## config.mk

```make
export PLATFORM = sky130hd
export DESIGN_NAME = output_feature_writer
export DESIGN_NICKNAME = d
export VERILOG_FILES = /design/src/rtl/output_feature_writer_pkg.sv /design/src/rtl/output_feature_writer_ofm_beat_fifo.sv /design/src/rtl/output_feature_writer.sv
export SDC_FILE = /design/constraint.sdc
export NUM_CORES = 1
export LEC_CHECK = 0
export ABC_CLOCK_PERIOD_IN_PS = 9400
export BUFFER_PORTS_ARGS = -buffer_cell sky130_fd_sc_hd__buf_4
export CAP_MARGIN = 5
export CORE_ASPECT_RATIO = 0.5
export CORE_MARGIN = 2
export CORE_UTILIZATION = 55
export DETAILED_ROUTE_END_ITERATION = 7
export HOLD_SLACK_MARGIN = 0.1
export MAX_ROUTING_LAYER = met4
export PLACE_DENSITY = 0.76
export SLEW_MARGIN = 20
export SYNTH_ARGS = -nofsm -noshare
export SYNTH_HDL_FRONTEND = slang
export SYNTH_HIERARCHICAL = 1
export SYNTH_SLANG_ARGS = --single-unit
```

## constraint.sdc

```tcl
create_clock -name clk -period 9.4 [get_ports clk]
set_input_delay 0.94 -clock clk [delete_from_list [all_inputs] [get_ports clk]]
set_output_delay 0.94 -clock clk [all_outputs]
set_load 0.03 [all_outputs]
```

## src/rtl/output_feature_writer_pkg.sv

```systemverilog
// Shared constants, FSM state type and configuration helpers for the OFM write-back block.
package output_feature_writer_pkg;

   localparam int unsigned OFM_BITS   = 8;
   localparam int unsigned OFM_NUM    = 16;
   localparam int unsigned DIN_W      = OFM_BITS * OFM_NUM;
   localparam int unsigned WORD_NUM   = 4;
   localparam int unsigned W_DATA_W   = OFM_BITS * WORD_NUM;
   localparam int unsigned BEAT_WORDS = DIN_W / W_DATA_W;
   localparam int unsigned ADDR_W     = 16;
   localparam int unsigned FIFO_DEPTH = 4;
   localparam int unsigned FIFO_AW    = $clog2(FIFO_DEPTH);
   localparam int unsigned CNT_W      = 17;
   localparam int unsigned CFG_W      = 9;

   localparam logic [FIFO_AW:0] FIFO_CNT_MAX = (FIFO_AW + 1)'(FIFO_DEPTH);

   typedef enum logic [1:0] {
      ST_IDLE,
      ST_RUN,
      ST_DONE
   } state_t;

   // A beat viewed as an array of BRAM words; word k sits at bits [k*32 +: 32].
   typedef logic [BEAT_WORDS-1:0][W_DATA_W-1:0] beat_words_t;

   // Words per beat: narrow layers (och < 16) only fill the low och/4 words.
   function automatic logic [2:0] calc_wpb(input logic [CFG_W-1:0] c);
      if (c < CFG_W'(16)) return c[4:2];
      else                return 3'd4;
   endfunction

   // Beats in a frame: one beat per pixel per group of 16 channels (at least one group).
   function automatic logic [CNT_W-1:0] calc_beats(input logic [CFG_W-1:0] w,
                                                   input logic [CFG_W-1:0] c);
      logic [4:0] m;
      m = (c[8:4] == 5'd0) ? 5'd1 : c[8:4];
      return CNT_W'((23'(w) * 23'(w)) * 23'(m));
   endfunction

   function automatic logic [CNT_W-1:0] calc_words(input logic [CFG_W-1:0] w,
                                                   input logic [CFG_W-1:0] c);
      return CNT_W'(calc_beats(w, c) * CNT_W'(calc_wpb(c)));
   endfunction

endpackage

```

## src/rtl/output_feature_writer_ofm_beat_fifo.sv

```systemverilog
// Small synchronous beat FIFO decoupling the producer from the 1-word/cycle BRAM drain.
module ofm_beat_fifo
   import output_feature_writer_pkg::*;
(
   input  logic               clk,
   input  logic               rst,
   input  logic               i_push,
   input  logic               i_pop,
   input  logic [DIN_W-1:0]   i_din,
   output logic [DIN_W-1:0]   o_dout,
   output logic               o_full,
   output logic               o_empty,
   output logic [FIFO_AW:0]   o_count
);

   logic [DIN_W-1:0]   r_mem [FIFO_DEPTH];
   logic [FIFO_AW-1:0] r_wr_ptr;
   logic [FIFO_AW-1:0] r_rd_ptr;
   logic [FIFO_AW:0]   r_count;
   logic               w_do_push;
   logic               w_do_pop;

   assign o_full    = (r_count == FIFO_CNT_MAX);
   assign o_empty   = (r_count == '0);
   assign o_count   = r_count;
   assign o_dout    = r_mem[r_rd_ptr];
   assign w_do_push = i_push && !o_full;
   assign w_do_pop  = i_pop && !o_empty;

   // Pointer and occupancy bookkeeping; simultaneous push and pop leaves the count unchanged.
   always_ff @(posedge clk) begin
      if (rst) begin
         r_wr_ptr <= '0;
         r_rd_ptr <= '0;
         r_count  <= '0;
      end else begin
         if (w_do_push) r_wr_ptr <= r_wr_ptr + 1'b1;
         if (w_do_pop)  r_rd_ptr <= r_rd_ptr + 1'b1;
         case ({w_do_push, w_do_pop})
            2'b10:   r_count <= r_count + 1'b1;
            2'b01:   r_count <= r_count - 1'b1;
            default: r_count <= r_count;
         endcase
      end
   end

   // Storage array; contents need no reset since occupancy gates every read.
   always_ff @(posedge clk) begin
      if (w_do_push) r_mem[r_wr_ptr] <= i_din;
   end

endmodule

```

## src/rtl/output_feature_writer.sv

```systemverilog
// OFM write-back: buffers 128-bit output beats and serialises them into 32-bit BRAM words
// at consecutive NHWC-linear addresses, pulsing ap_done after the final word.
module output_feature_writer
   import output_feature_writer_pkg::*;
(
   input  logic                clk,
   input  logic                rst,
   input  logic                ap_start,
   input  logic [CFG_W-1:0]    ofm_w,
   input  logic [CFG_W-1:0]    och,
   input  logic [DIN_W-1:0]    din,
   input  logic                i_vld,
   output logic                i_rdy,
   output logic [ADDR_W-1:0]   w_addr,
   output logic [W_DATA_W-1:0] w_data,
   output logic                w_en,
   output logic                busy,
   output logic                ap_done
);

   state_t           r_state;
   state_t           w_state_nxt;
   logic [2:0]       r_wpb;
   logic [CNT_W-1:0] r_beats_total;
   logic [CNT_W-1:0] r_words_total;
   logic [CNT_W-1:0] r_beats_acc;
   logic [CNT_W-1:0] r_words_cnt;
   logic [1:0]       r_k;

   logic             w_start;
   logic             w_push;
   logic             w_pop;
   logic             w_issue;
   logic             w_last_k;
   logic [DIN_W-1:0] w_fifo_head;
   logic             w_fifo_full;
   logic             w_fifo_empty;
   logic [FIFO_AW:0] w_fifo_count;
   beat_words_t      w_head_words;

   assign w_start      = (r_state == ST_IDLE) && ap_start;
   assign w_push       = i_vld && i_rdy && !w_fifo_full;
   assign w_head_words = w_fifo_head;
   assign w_last_k     = ({1'b0, r_k} == (r_wpb - 3'd1));
   assign w_issue      = (r_state == ST_RUN) && !w_fifo_empty && (r_words_cnt != r_words_total);
   assign w_pop        = w_issue && w_last_k;

   ofm_beat_fifo u_fifo (
      .clk     (clk),
      .rst     (rst),
      .i_push  (w_push),
      .i_pop   (w_pop),
      .i_din   (din),
      .o_dout  (w_fifo_head),
      .o_full  (w_fifo_full),
      .o_empty (w_fifo_empty),
      .o_count (w_fifo_count)
   );

   // FSM state register.
   always_ff @(posedge clk) begin
      if (rst) r_state <= ST_IDLE;
      else     r_state <= w_state_nxt;
   end

   // Next-state and handshake/status outputs; all derived from registered state only.
   always_comb begin
      w_state_nxt = r_state;
      i_rdy       = 1'b0;
      busy        = 1'b0;
      ap_done     = 1'b0;
      case (r_state)
         ST_IDLE: begin
            if (ap_start) w_state_nxt = ST_RUN;
         end
         ST_RUN: begin
            busy  = 1'b1;
            i_rdy = (w_fifo_count < FIFO_CNT_MAX) && (r_beats_acc < r_beats_total);
            if (r_words_cnt == r_words_total) w_state_nxt = ST_DONE;
         end
         ST_DONE: begin
            ap_done     = 1'b1;
            w_state_nxt = ST_IDLE;
         end
         default: w_state_nxt = ST_IDLE;
      endcase
   end

   // Frame configuration latched on start, plus the accepted-beat counter.
   always_ff @(posedge clk) begin
      if (rst) begin
         r_wpb         <= '0;
         r_beats_total <= '0;
         r_words_total <= '0;
         r_beats_acc   <= '0;
      end else if (w_start) begin
         r_wpb         <= calc_wpb(och);
         r_beats_total <= calc_beats(ofm_w, och);
         r_words_total <= calc_words(ofm_w, och);
         r_beats_acc   <= '0;
      end else if (w_push) begin
         r_beats_acc   <= r_beats_acc + 1'b1;
      end
   end

   // Serializer: one word of the FIFO head per cycle; the head is popped with its last word.
   always_ff @(posedge clk) begin
      if (rst) begin
         w_en        <= 1'b0;
         w_addr      <= '0;
         w_data      <= '0;
         r_k         <= '0;
         r_words_cnt <= '0;
      end else begin
         w_en <= 1'b0;
         if (w_start) begin
            r_k         <= '0;
            r_words_cnt <= '0;
         end else if (w_issue) begin
            w_en        <= 1'b1;
            w_addr      <= r_words_cnt[ADDR_W-1:0];
            w_data      <= w_head_words[r_k];
            r_words_cnt <= r_words_cnt + 1'b1;
            r_k         <= w_last_k ? 2'd0 : r_k + 1'b1;
         end
      end
   end

endmodule
```

Word level (Yosys, flattened, before mapping)

Memories as Yosys holds them, arrays and structs flattened. A register that Yosys moved wholly into a read port is not among the register bits.
Cells that the tools add are included.

Output and inout bits: 52
Bits in registers: 131
Bits of input ports: 150
Logic and storage cells: 77
Memories: 1
Bits in writable memories: 512

Memories:

| name         | words | bits a word | read ports | clocked after Yosys merged registers in | write ports | line                                      | RTL |
|---|---|---|---|---|---|---|---|
| u_fifo.r_mem | 4     | 128         | 1          | 1                                       | 1           | output_feature_writer_ofm_beat_fifo.sv:16 | `logic [DIN_W-1:0] r_mem [FIFO_DEPTH];` |

Add/sub/neg operators: 8
Mux-type cells: 19
Reductions and logical operators: 18
$lt $le $gt $ge: 4
Equality and inequality tests: 10
Bitwise logic cells: 1
Multiply operators: 3

Operator list:

| kind                                                                  | number |
|---|---|
| 32-bit binary-select mux with 2-bit select                            | 1 |
| 17-bit by 1-bit adder with 17-bit output (second input constant)      | 2 |
| 32-bit 2-to-1 mux                                                     | 1 |
| 18-bit by 5-bit multiplier with 17-bit output                         | 1 |
| 9-bit by 9-bit multiplier with 18-bit output                          | 1 |
| 17-bit == test                                                        | 1 |
| 17-bit < comparator                                                   | 1 |
| 17-bit by 3-bit multiplier with 17-bit output                         | 1 |
| 17-bit != test                                                        | 1 |
| 2-bit 2-to-1 mux                                                      | 5 |
| 1-bit logical AND                                                     | 9 |
| 9-bit by 5-bit < comparator with 1-bit output (second input constant) | 1 |
| 3-bit 2-to-1 mux                                                      | 3 |
| 2-bit by 1-bit adder with 2-bit output (second input constant)        | 3 |
| 1-bit 2-to-1 mux                                                      | 6 |
| 3-bit case mux with 2 select lines                                    | 1 |
| 3-bit by 1-bit subtractor with 3-bit output (second input constant)   | 2 |
| 5-bit logical NOT                                                     | 1 |
| 5-bit 2-to-1 mux                                                      | 1 |
| 2-bit by 1-bit == test with 1-bit output (second input constant)      | 2 |
| 2-bit == test (second input constant)                                 | 2 |
| 2-bit case mux with 2 select lines                                    | 1 |
| 2-bit AND reduction                                                   | 2 |
| 3-bit by 1-bit adder with 3-bit output (second input constant)        | 1 |
| other kinds (12)                                                      | 13 |

Depth between registers and ports, before layout

Word-level depth: 8
Mapped depth: 39
Mapped depth without buffers: 37

Hierarchy

The synthesis kept the hierarchy.

By module, submodules not included:

| module                | seq. area each (sq um) | cells an instance | times used | area an instance (sq um) |
|---|---|---|---|---|
| ofm_beat_fifo         | 15554.9                | 722               | 1          | 19042.0 |
| output_feature_writer | 2482.4                 | 1324              | 1          | 11115.7 |

Worst setup path after synthesis

No wires, ideal clock.

Path kind: input to register
From: in ofm_w[0]
To: reg r_words_total[16]
Required time: 9.277 ns
Path buffers: 2
Path slack: -0.206 ns
Arrival: 9.482 ns
Library setup time: 0.123 ns
Cell stages on the path: 37
Path through: clkbuf_1 clkbuf_1 nand2_1 fa_1 inv_1 fa_1 inv_1 fa_1 fa_1 inv_1 ha_1 o21a_1 o31a_1 o21a_1 nor2_1 xnor2_1 and2_1 fa_1 fa_1 inv_1 fa_1 inv_1 ha_1 nand3_1 o41ai_1 a21o_1 a21oi_1 xor2_1 nor2_1 fa_1 ha_1 inv_1 or4_1 o2111ai_1 xnor2_1 xnor2_1 o21ai_1

Longest elaborated chain between the ends: 3

RTL lines:

| item                                          | line                            | RTL |
|---|---|---|
| start: declaration                            | output_feature_writer.sv:9      | `input logic [CFG_W-1:0] ofm_w,` |
| 9-bit by 9-bit multiplier with 18-bit output  | output_feature_writer_pkg.sv:38 | `return CNT_W'((23'(w) * 23'(w)) * 23'(m));` |
| 18-bit by 5-bit multiplier with 17-bit output | output_feature_writer_pkg.sv:38 |  |
| 17-bit by 3-bit multiplier with 17-bit output | output_feature_writer_pkg.sv:43 | `return CNT_W'(calc_beats(w, c) * CNT_W'(calc_wpb(c)));` |
| end signal: assignment                        | output_feature_writer.sv:99     | `r_words_total <= calc_words(ofm_w, och);` |
| end: declaration                              | output_feature_writer.sv:25     | `logic [CNT_W-1:0] r_words_total;` |

No other way between the ends.
A chain may end at the register's enable or synchronous reset.

Final worst setup path

From: in ofm_w[6]
To: reg r_words_total[16]

Same word-level chain as after synthesis.

==> reports/qor.txt <==
CTS Buffer Depth -> 3
combinational share of power -> 0.589
internal power -> 8.37 mW
GRT Resource Usage Total -> 0.226
postcts setup bufs -> 0
die area -> 56800 um2
Die Wd -> 335 um
LEAKAGE -> 12.4 nW
I/O pin count -> 202
fin cells -> 3034
Num CTS Buffers -> 54
Main synth FF type -> edfxtp_1
placed insts -> 2929
Most Frequent Cell on Critical Path -> fa_1
Yosys top cell area share -> 0.510
clk slew on worst S/H paths -> 0.07 ns
post-synthesis register bit count -> 645
pwr dens -> 394 nW/um2
clock share of power -> 0.167
Avg Cell Area, Syn -> 14.7 um2
Placed Area -> 32500 um2
syn nets -> 2369
f_max -> 112 MHz
FILL cells -> 3883
Area contributors post-synth -> edfxtp_1, mux4_2, dfxtp_1
FF+latch area -> 18000 um2
vias in the first global route -> 17700
final setup vio count -> 0
final hold viol count -> 0
WP data arrival -> 9.36 ns
switching power -> 5.17 mW
Cell variety after synth -> 68
asr flop ratio synth -> 0
Worst Setup End Kind -> register
clk_skew -> 0.0618 ns
Layout Nets -> 2595
Rel. slew slack -> 0.259
Worst Reg-to-Reg Cells -> 15
Pre-antenna DRT Iters -> 5
total grt overflow -> 0
switching share of power -> 0.382
final worst path period share -> 0.946
Port Buf Inserts -> 199
Area Overhead vs Synth -> 13.9%
slowest stage delay, CP -> 0.50 ns
num rows -> 60
initial DRC count -> 1113
Yosys top cell by area -> edfxtp_1
Req. time, crit path -> 9.86 ns
first-pass GRT wire length -> 97.3 mm
die height -> 170 um
Root Driver -> clkbuf_16
Flop pwr share -> 0.244
Via density -> 5.69
CP max-delay cell -> fa_1
minimum clock period -> 8.89 ns
CORE AREA -> 54000 um2
final-report max-slew violation count -> 0
worst skew pair latency -> 0.62 ns
Max-Cap Viols -> 0
sequential share of the synthesized area -> 0.598
pin slew with the least headroom to its limit -> 1.11 ns
Sink Count -> 645
TritonCTS clock tree -> done
starting density of the core -> 0.559
largest net degree at the start of global routing -> 95
Post-synth EDFFs -> 512
multi-input logic area -> 11000 um2
Max rail drop VDD -> 0.735 mV
DR WL/cell -> 20.3 um
post-route design area -> 34300 um2
dpl hpwl -> 37.8 mm
fraction of layout cells with a size suffix above 1 -> 0.229
hold depth -> 2
HP Class -> register to register
vias post-DR -> 17300
remaining antenna violation count -> 0
Yosys Warn Count -> 6
most frequent cells in the layout -> edfxtp_1, buf_4, nand2_1
gpl congestion -> 0.834
CP Class -> primary input to register
synthesized instance count -> 2046
DRT Wirelength -> 61.6 mm
CP max FO -> 4
initial antenna violation count -> 3
residual DRC count -> 0
commonest non-fill, non-tap cell in the layout -> edfxtp_1
CP startpoint kind -> primary input
H-tree Lvls -> 2
status -> finished, final reports clean
Cell Area, Synth -> 30200 um2
==> synthesized netlist by cell type, types with 3 or more instances <==
cell type,n
edfxtp_1,512
nand2_1,230
inv_1,175
mux4_2,160
dfxtp_1,133
ha_1,91
a21oi_1,89
fa_1,82
and2_1,68
clkbuf_1,59
nor2_1,58
xor2_1,43
o21ai_0,41
xnor2_1,40
nand3_1,23
o21ai_1,18
nand2b_1,17
nor2b_1,17
buf_2,13
nor3_1,12
or3_1,12
a21o_1,11
buf_12,10
nor4_1,10
and3_1,9
o21a_1,9
o31ai_1,8
or4_1,8
mux2i_1,6
o21bai_1,5
o22ai_1,5
a31oi_1,4
buf_1,4
buf_6,4
nand4_1,4
nor3b_1,4
o211ai_1,4
a211oi_1,3
a22o_1,3
a32o_1,3
nand4b_1,3
o2111ai_1,3
==> registers in the layout, summed over array words and instances, names as in the netlist, named ones only <==
register and flops:
u_fifo/r_mem 512, w_data 32, r_beats_acc 17, r_beats_total 17, r_words_cnt 17, r_words_total 17
w_addr 16, r_wpb 3, u_fifo/o_count 3, r_k 2, r_state 2, u_fifo/r_rd_ptr 2
u_fifo/r_wr_ptr 2, w_en 1
==> routing by layer <==
metal / GRT usage / up-vias / routed length, um
li1: - / 7922 / -
met5: - / - / 0
met4: 0.0445 / 0 / 1040
met1: 0.292 / 8869 / 25700
met3: 0.0286 / 79 / 2800
met2: 0.390 / 385 / 32100
==> path summary, 6_finish.rpt <==
check | startpoint | to | slack [ns]
hold / removal | w_data[26]$_SDFFE_PP0P_ | w_data[26]$_SDFFE_PP0P_ | 0.45
hold reg to reg | w_data[26]$_SDFFE_PP0P_ | w_data[26]$_SDFFE_PP0P_ | 0.45
setup reg to reg | r_beats_total[1]$_SDFFE_PP0P_ | u_fifo/r_mem[0][98]$_DFFE_PP_ | 3.93
setup / recovery | ofm_w[6] | r_words_total[16]$_SDFFE_PP0P_ | 0.51
==> area by class of cell <==
| cell class | count | area share |
|---|---|---|
| sequential | 645 | 0.526 |
| multi-input combinational | 1135 | 0.319 |
| timing repair buffer | 260 | 0.0572 |
| clock buffer | 67 | 0.0411 |
| tap | 713 | 0.0260 |
| inverter | 176 | 0.0192 |
| clock inverter | 35 | 0.0112 |
| antenna | 3 | 0.000219 |
==> through the flow <==
stage	utilization	worst slack [ns]	total power, mW	TNS, ns	hold slack, ns
after floorplan	-	0.0453	8.25	0	0.437
after global placement	0.602	-0.0461	11.0	-0.0461	0.444
after detailed placement	0.602	-0.161	11.1	-0.161	0.449
after CTS	0.635	0.446	13.4	0	0.459
after global routing	0.636	-0.00218	14.7	-0.00218	0.482
final	0.636	0.507	13.5	0	0.455
==> what timing repair did <==
item	4_1_cts	5_1_grt
endpoints found under the setup margin	0	1
resized for setup	0	5
hold buffers	0	0
==> power groups by stage <==
| stage | registers, mW | clock network, mW | logic [mW] |
|---|---|---|---|
| 6_report | 3.31 | 2.26 | 7.97 |
| 5_1_grt | 3.32 | 2.42 | 8.97 |
| 4_1_cts | 3.31 | 2.31 | 7.83 |
| 3_5_place_dp | 3.37 | 0 | 7.73 |
| 3_3_place_gp | 3.36 | 0 | 7.63 |
| 2_1_floorplan | 3.38 | 0 | 4.88 |
==> kinds of logic (layout without fill, tap and decap cells) <==
| group | Yosys count | in the layout | share of synthesized area |
|---|---|---|---|
| AOI/OAI and AO/OA | 223 | 223 | 0.0446 |
| adders and majority gates | 173 | 173 | 0.0922 |
| and+or+nand+nor | 482 | 482 | 0.0758 |
| other | 2 | 5 | 0.000249 |
| xor gates and xnor gates | 86 | 86 | 0.0264 |
| DFF | 645 | 645 | 0.598 |
| buffers and inverters | 266 | 538 | 0.0400 |
| muxes | 169 | 169 | 0.123 |
==> worst max-delay path: cells and delay by family <==
family	cells	cell delay, ns
adder cells (fa/ha/maj)	11	4.86
AO/OA/AOI/OAI	10	1.43
AND/OR/NAND/NOR	4	0.94
XOR/XNOR	4	0.72
buffers and inverters	8	0.47
Power figures use the tool's default switching activity.
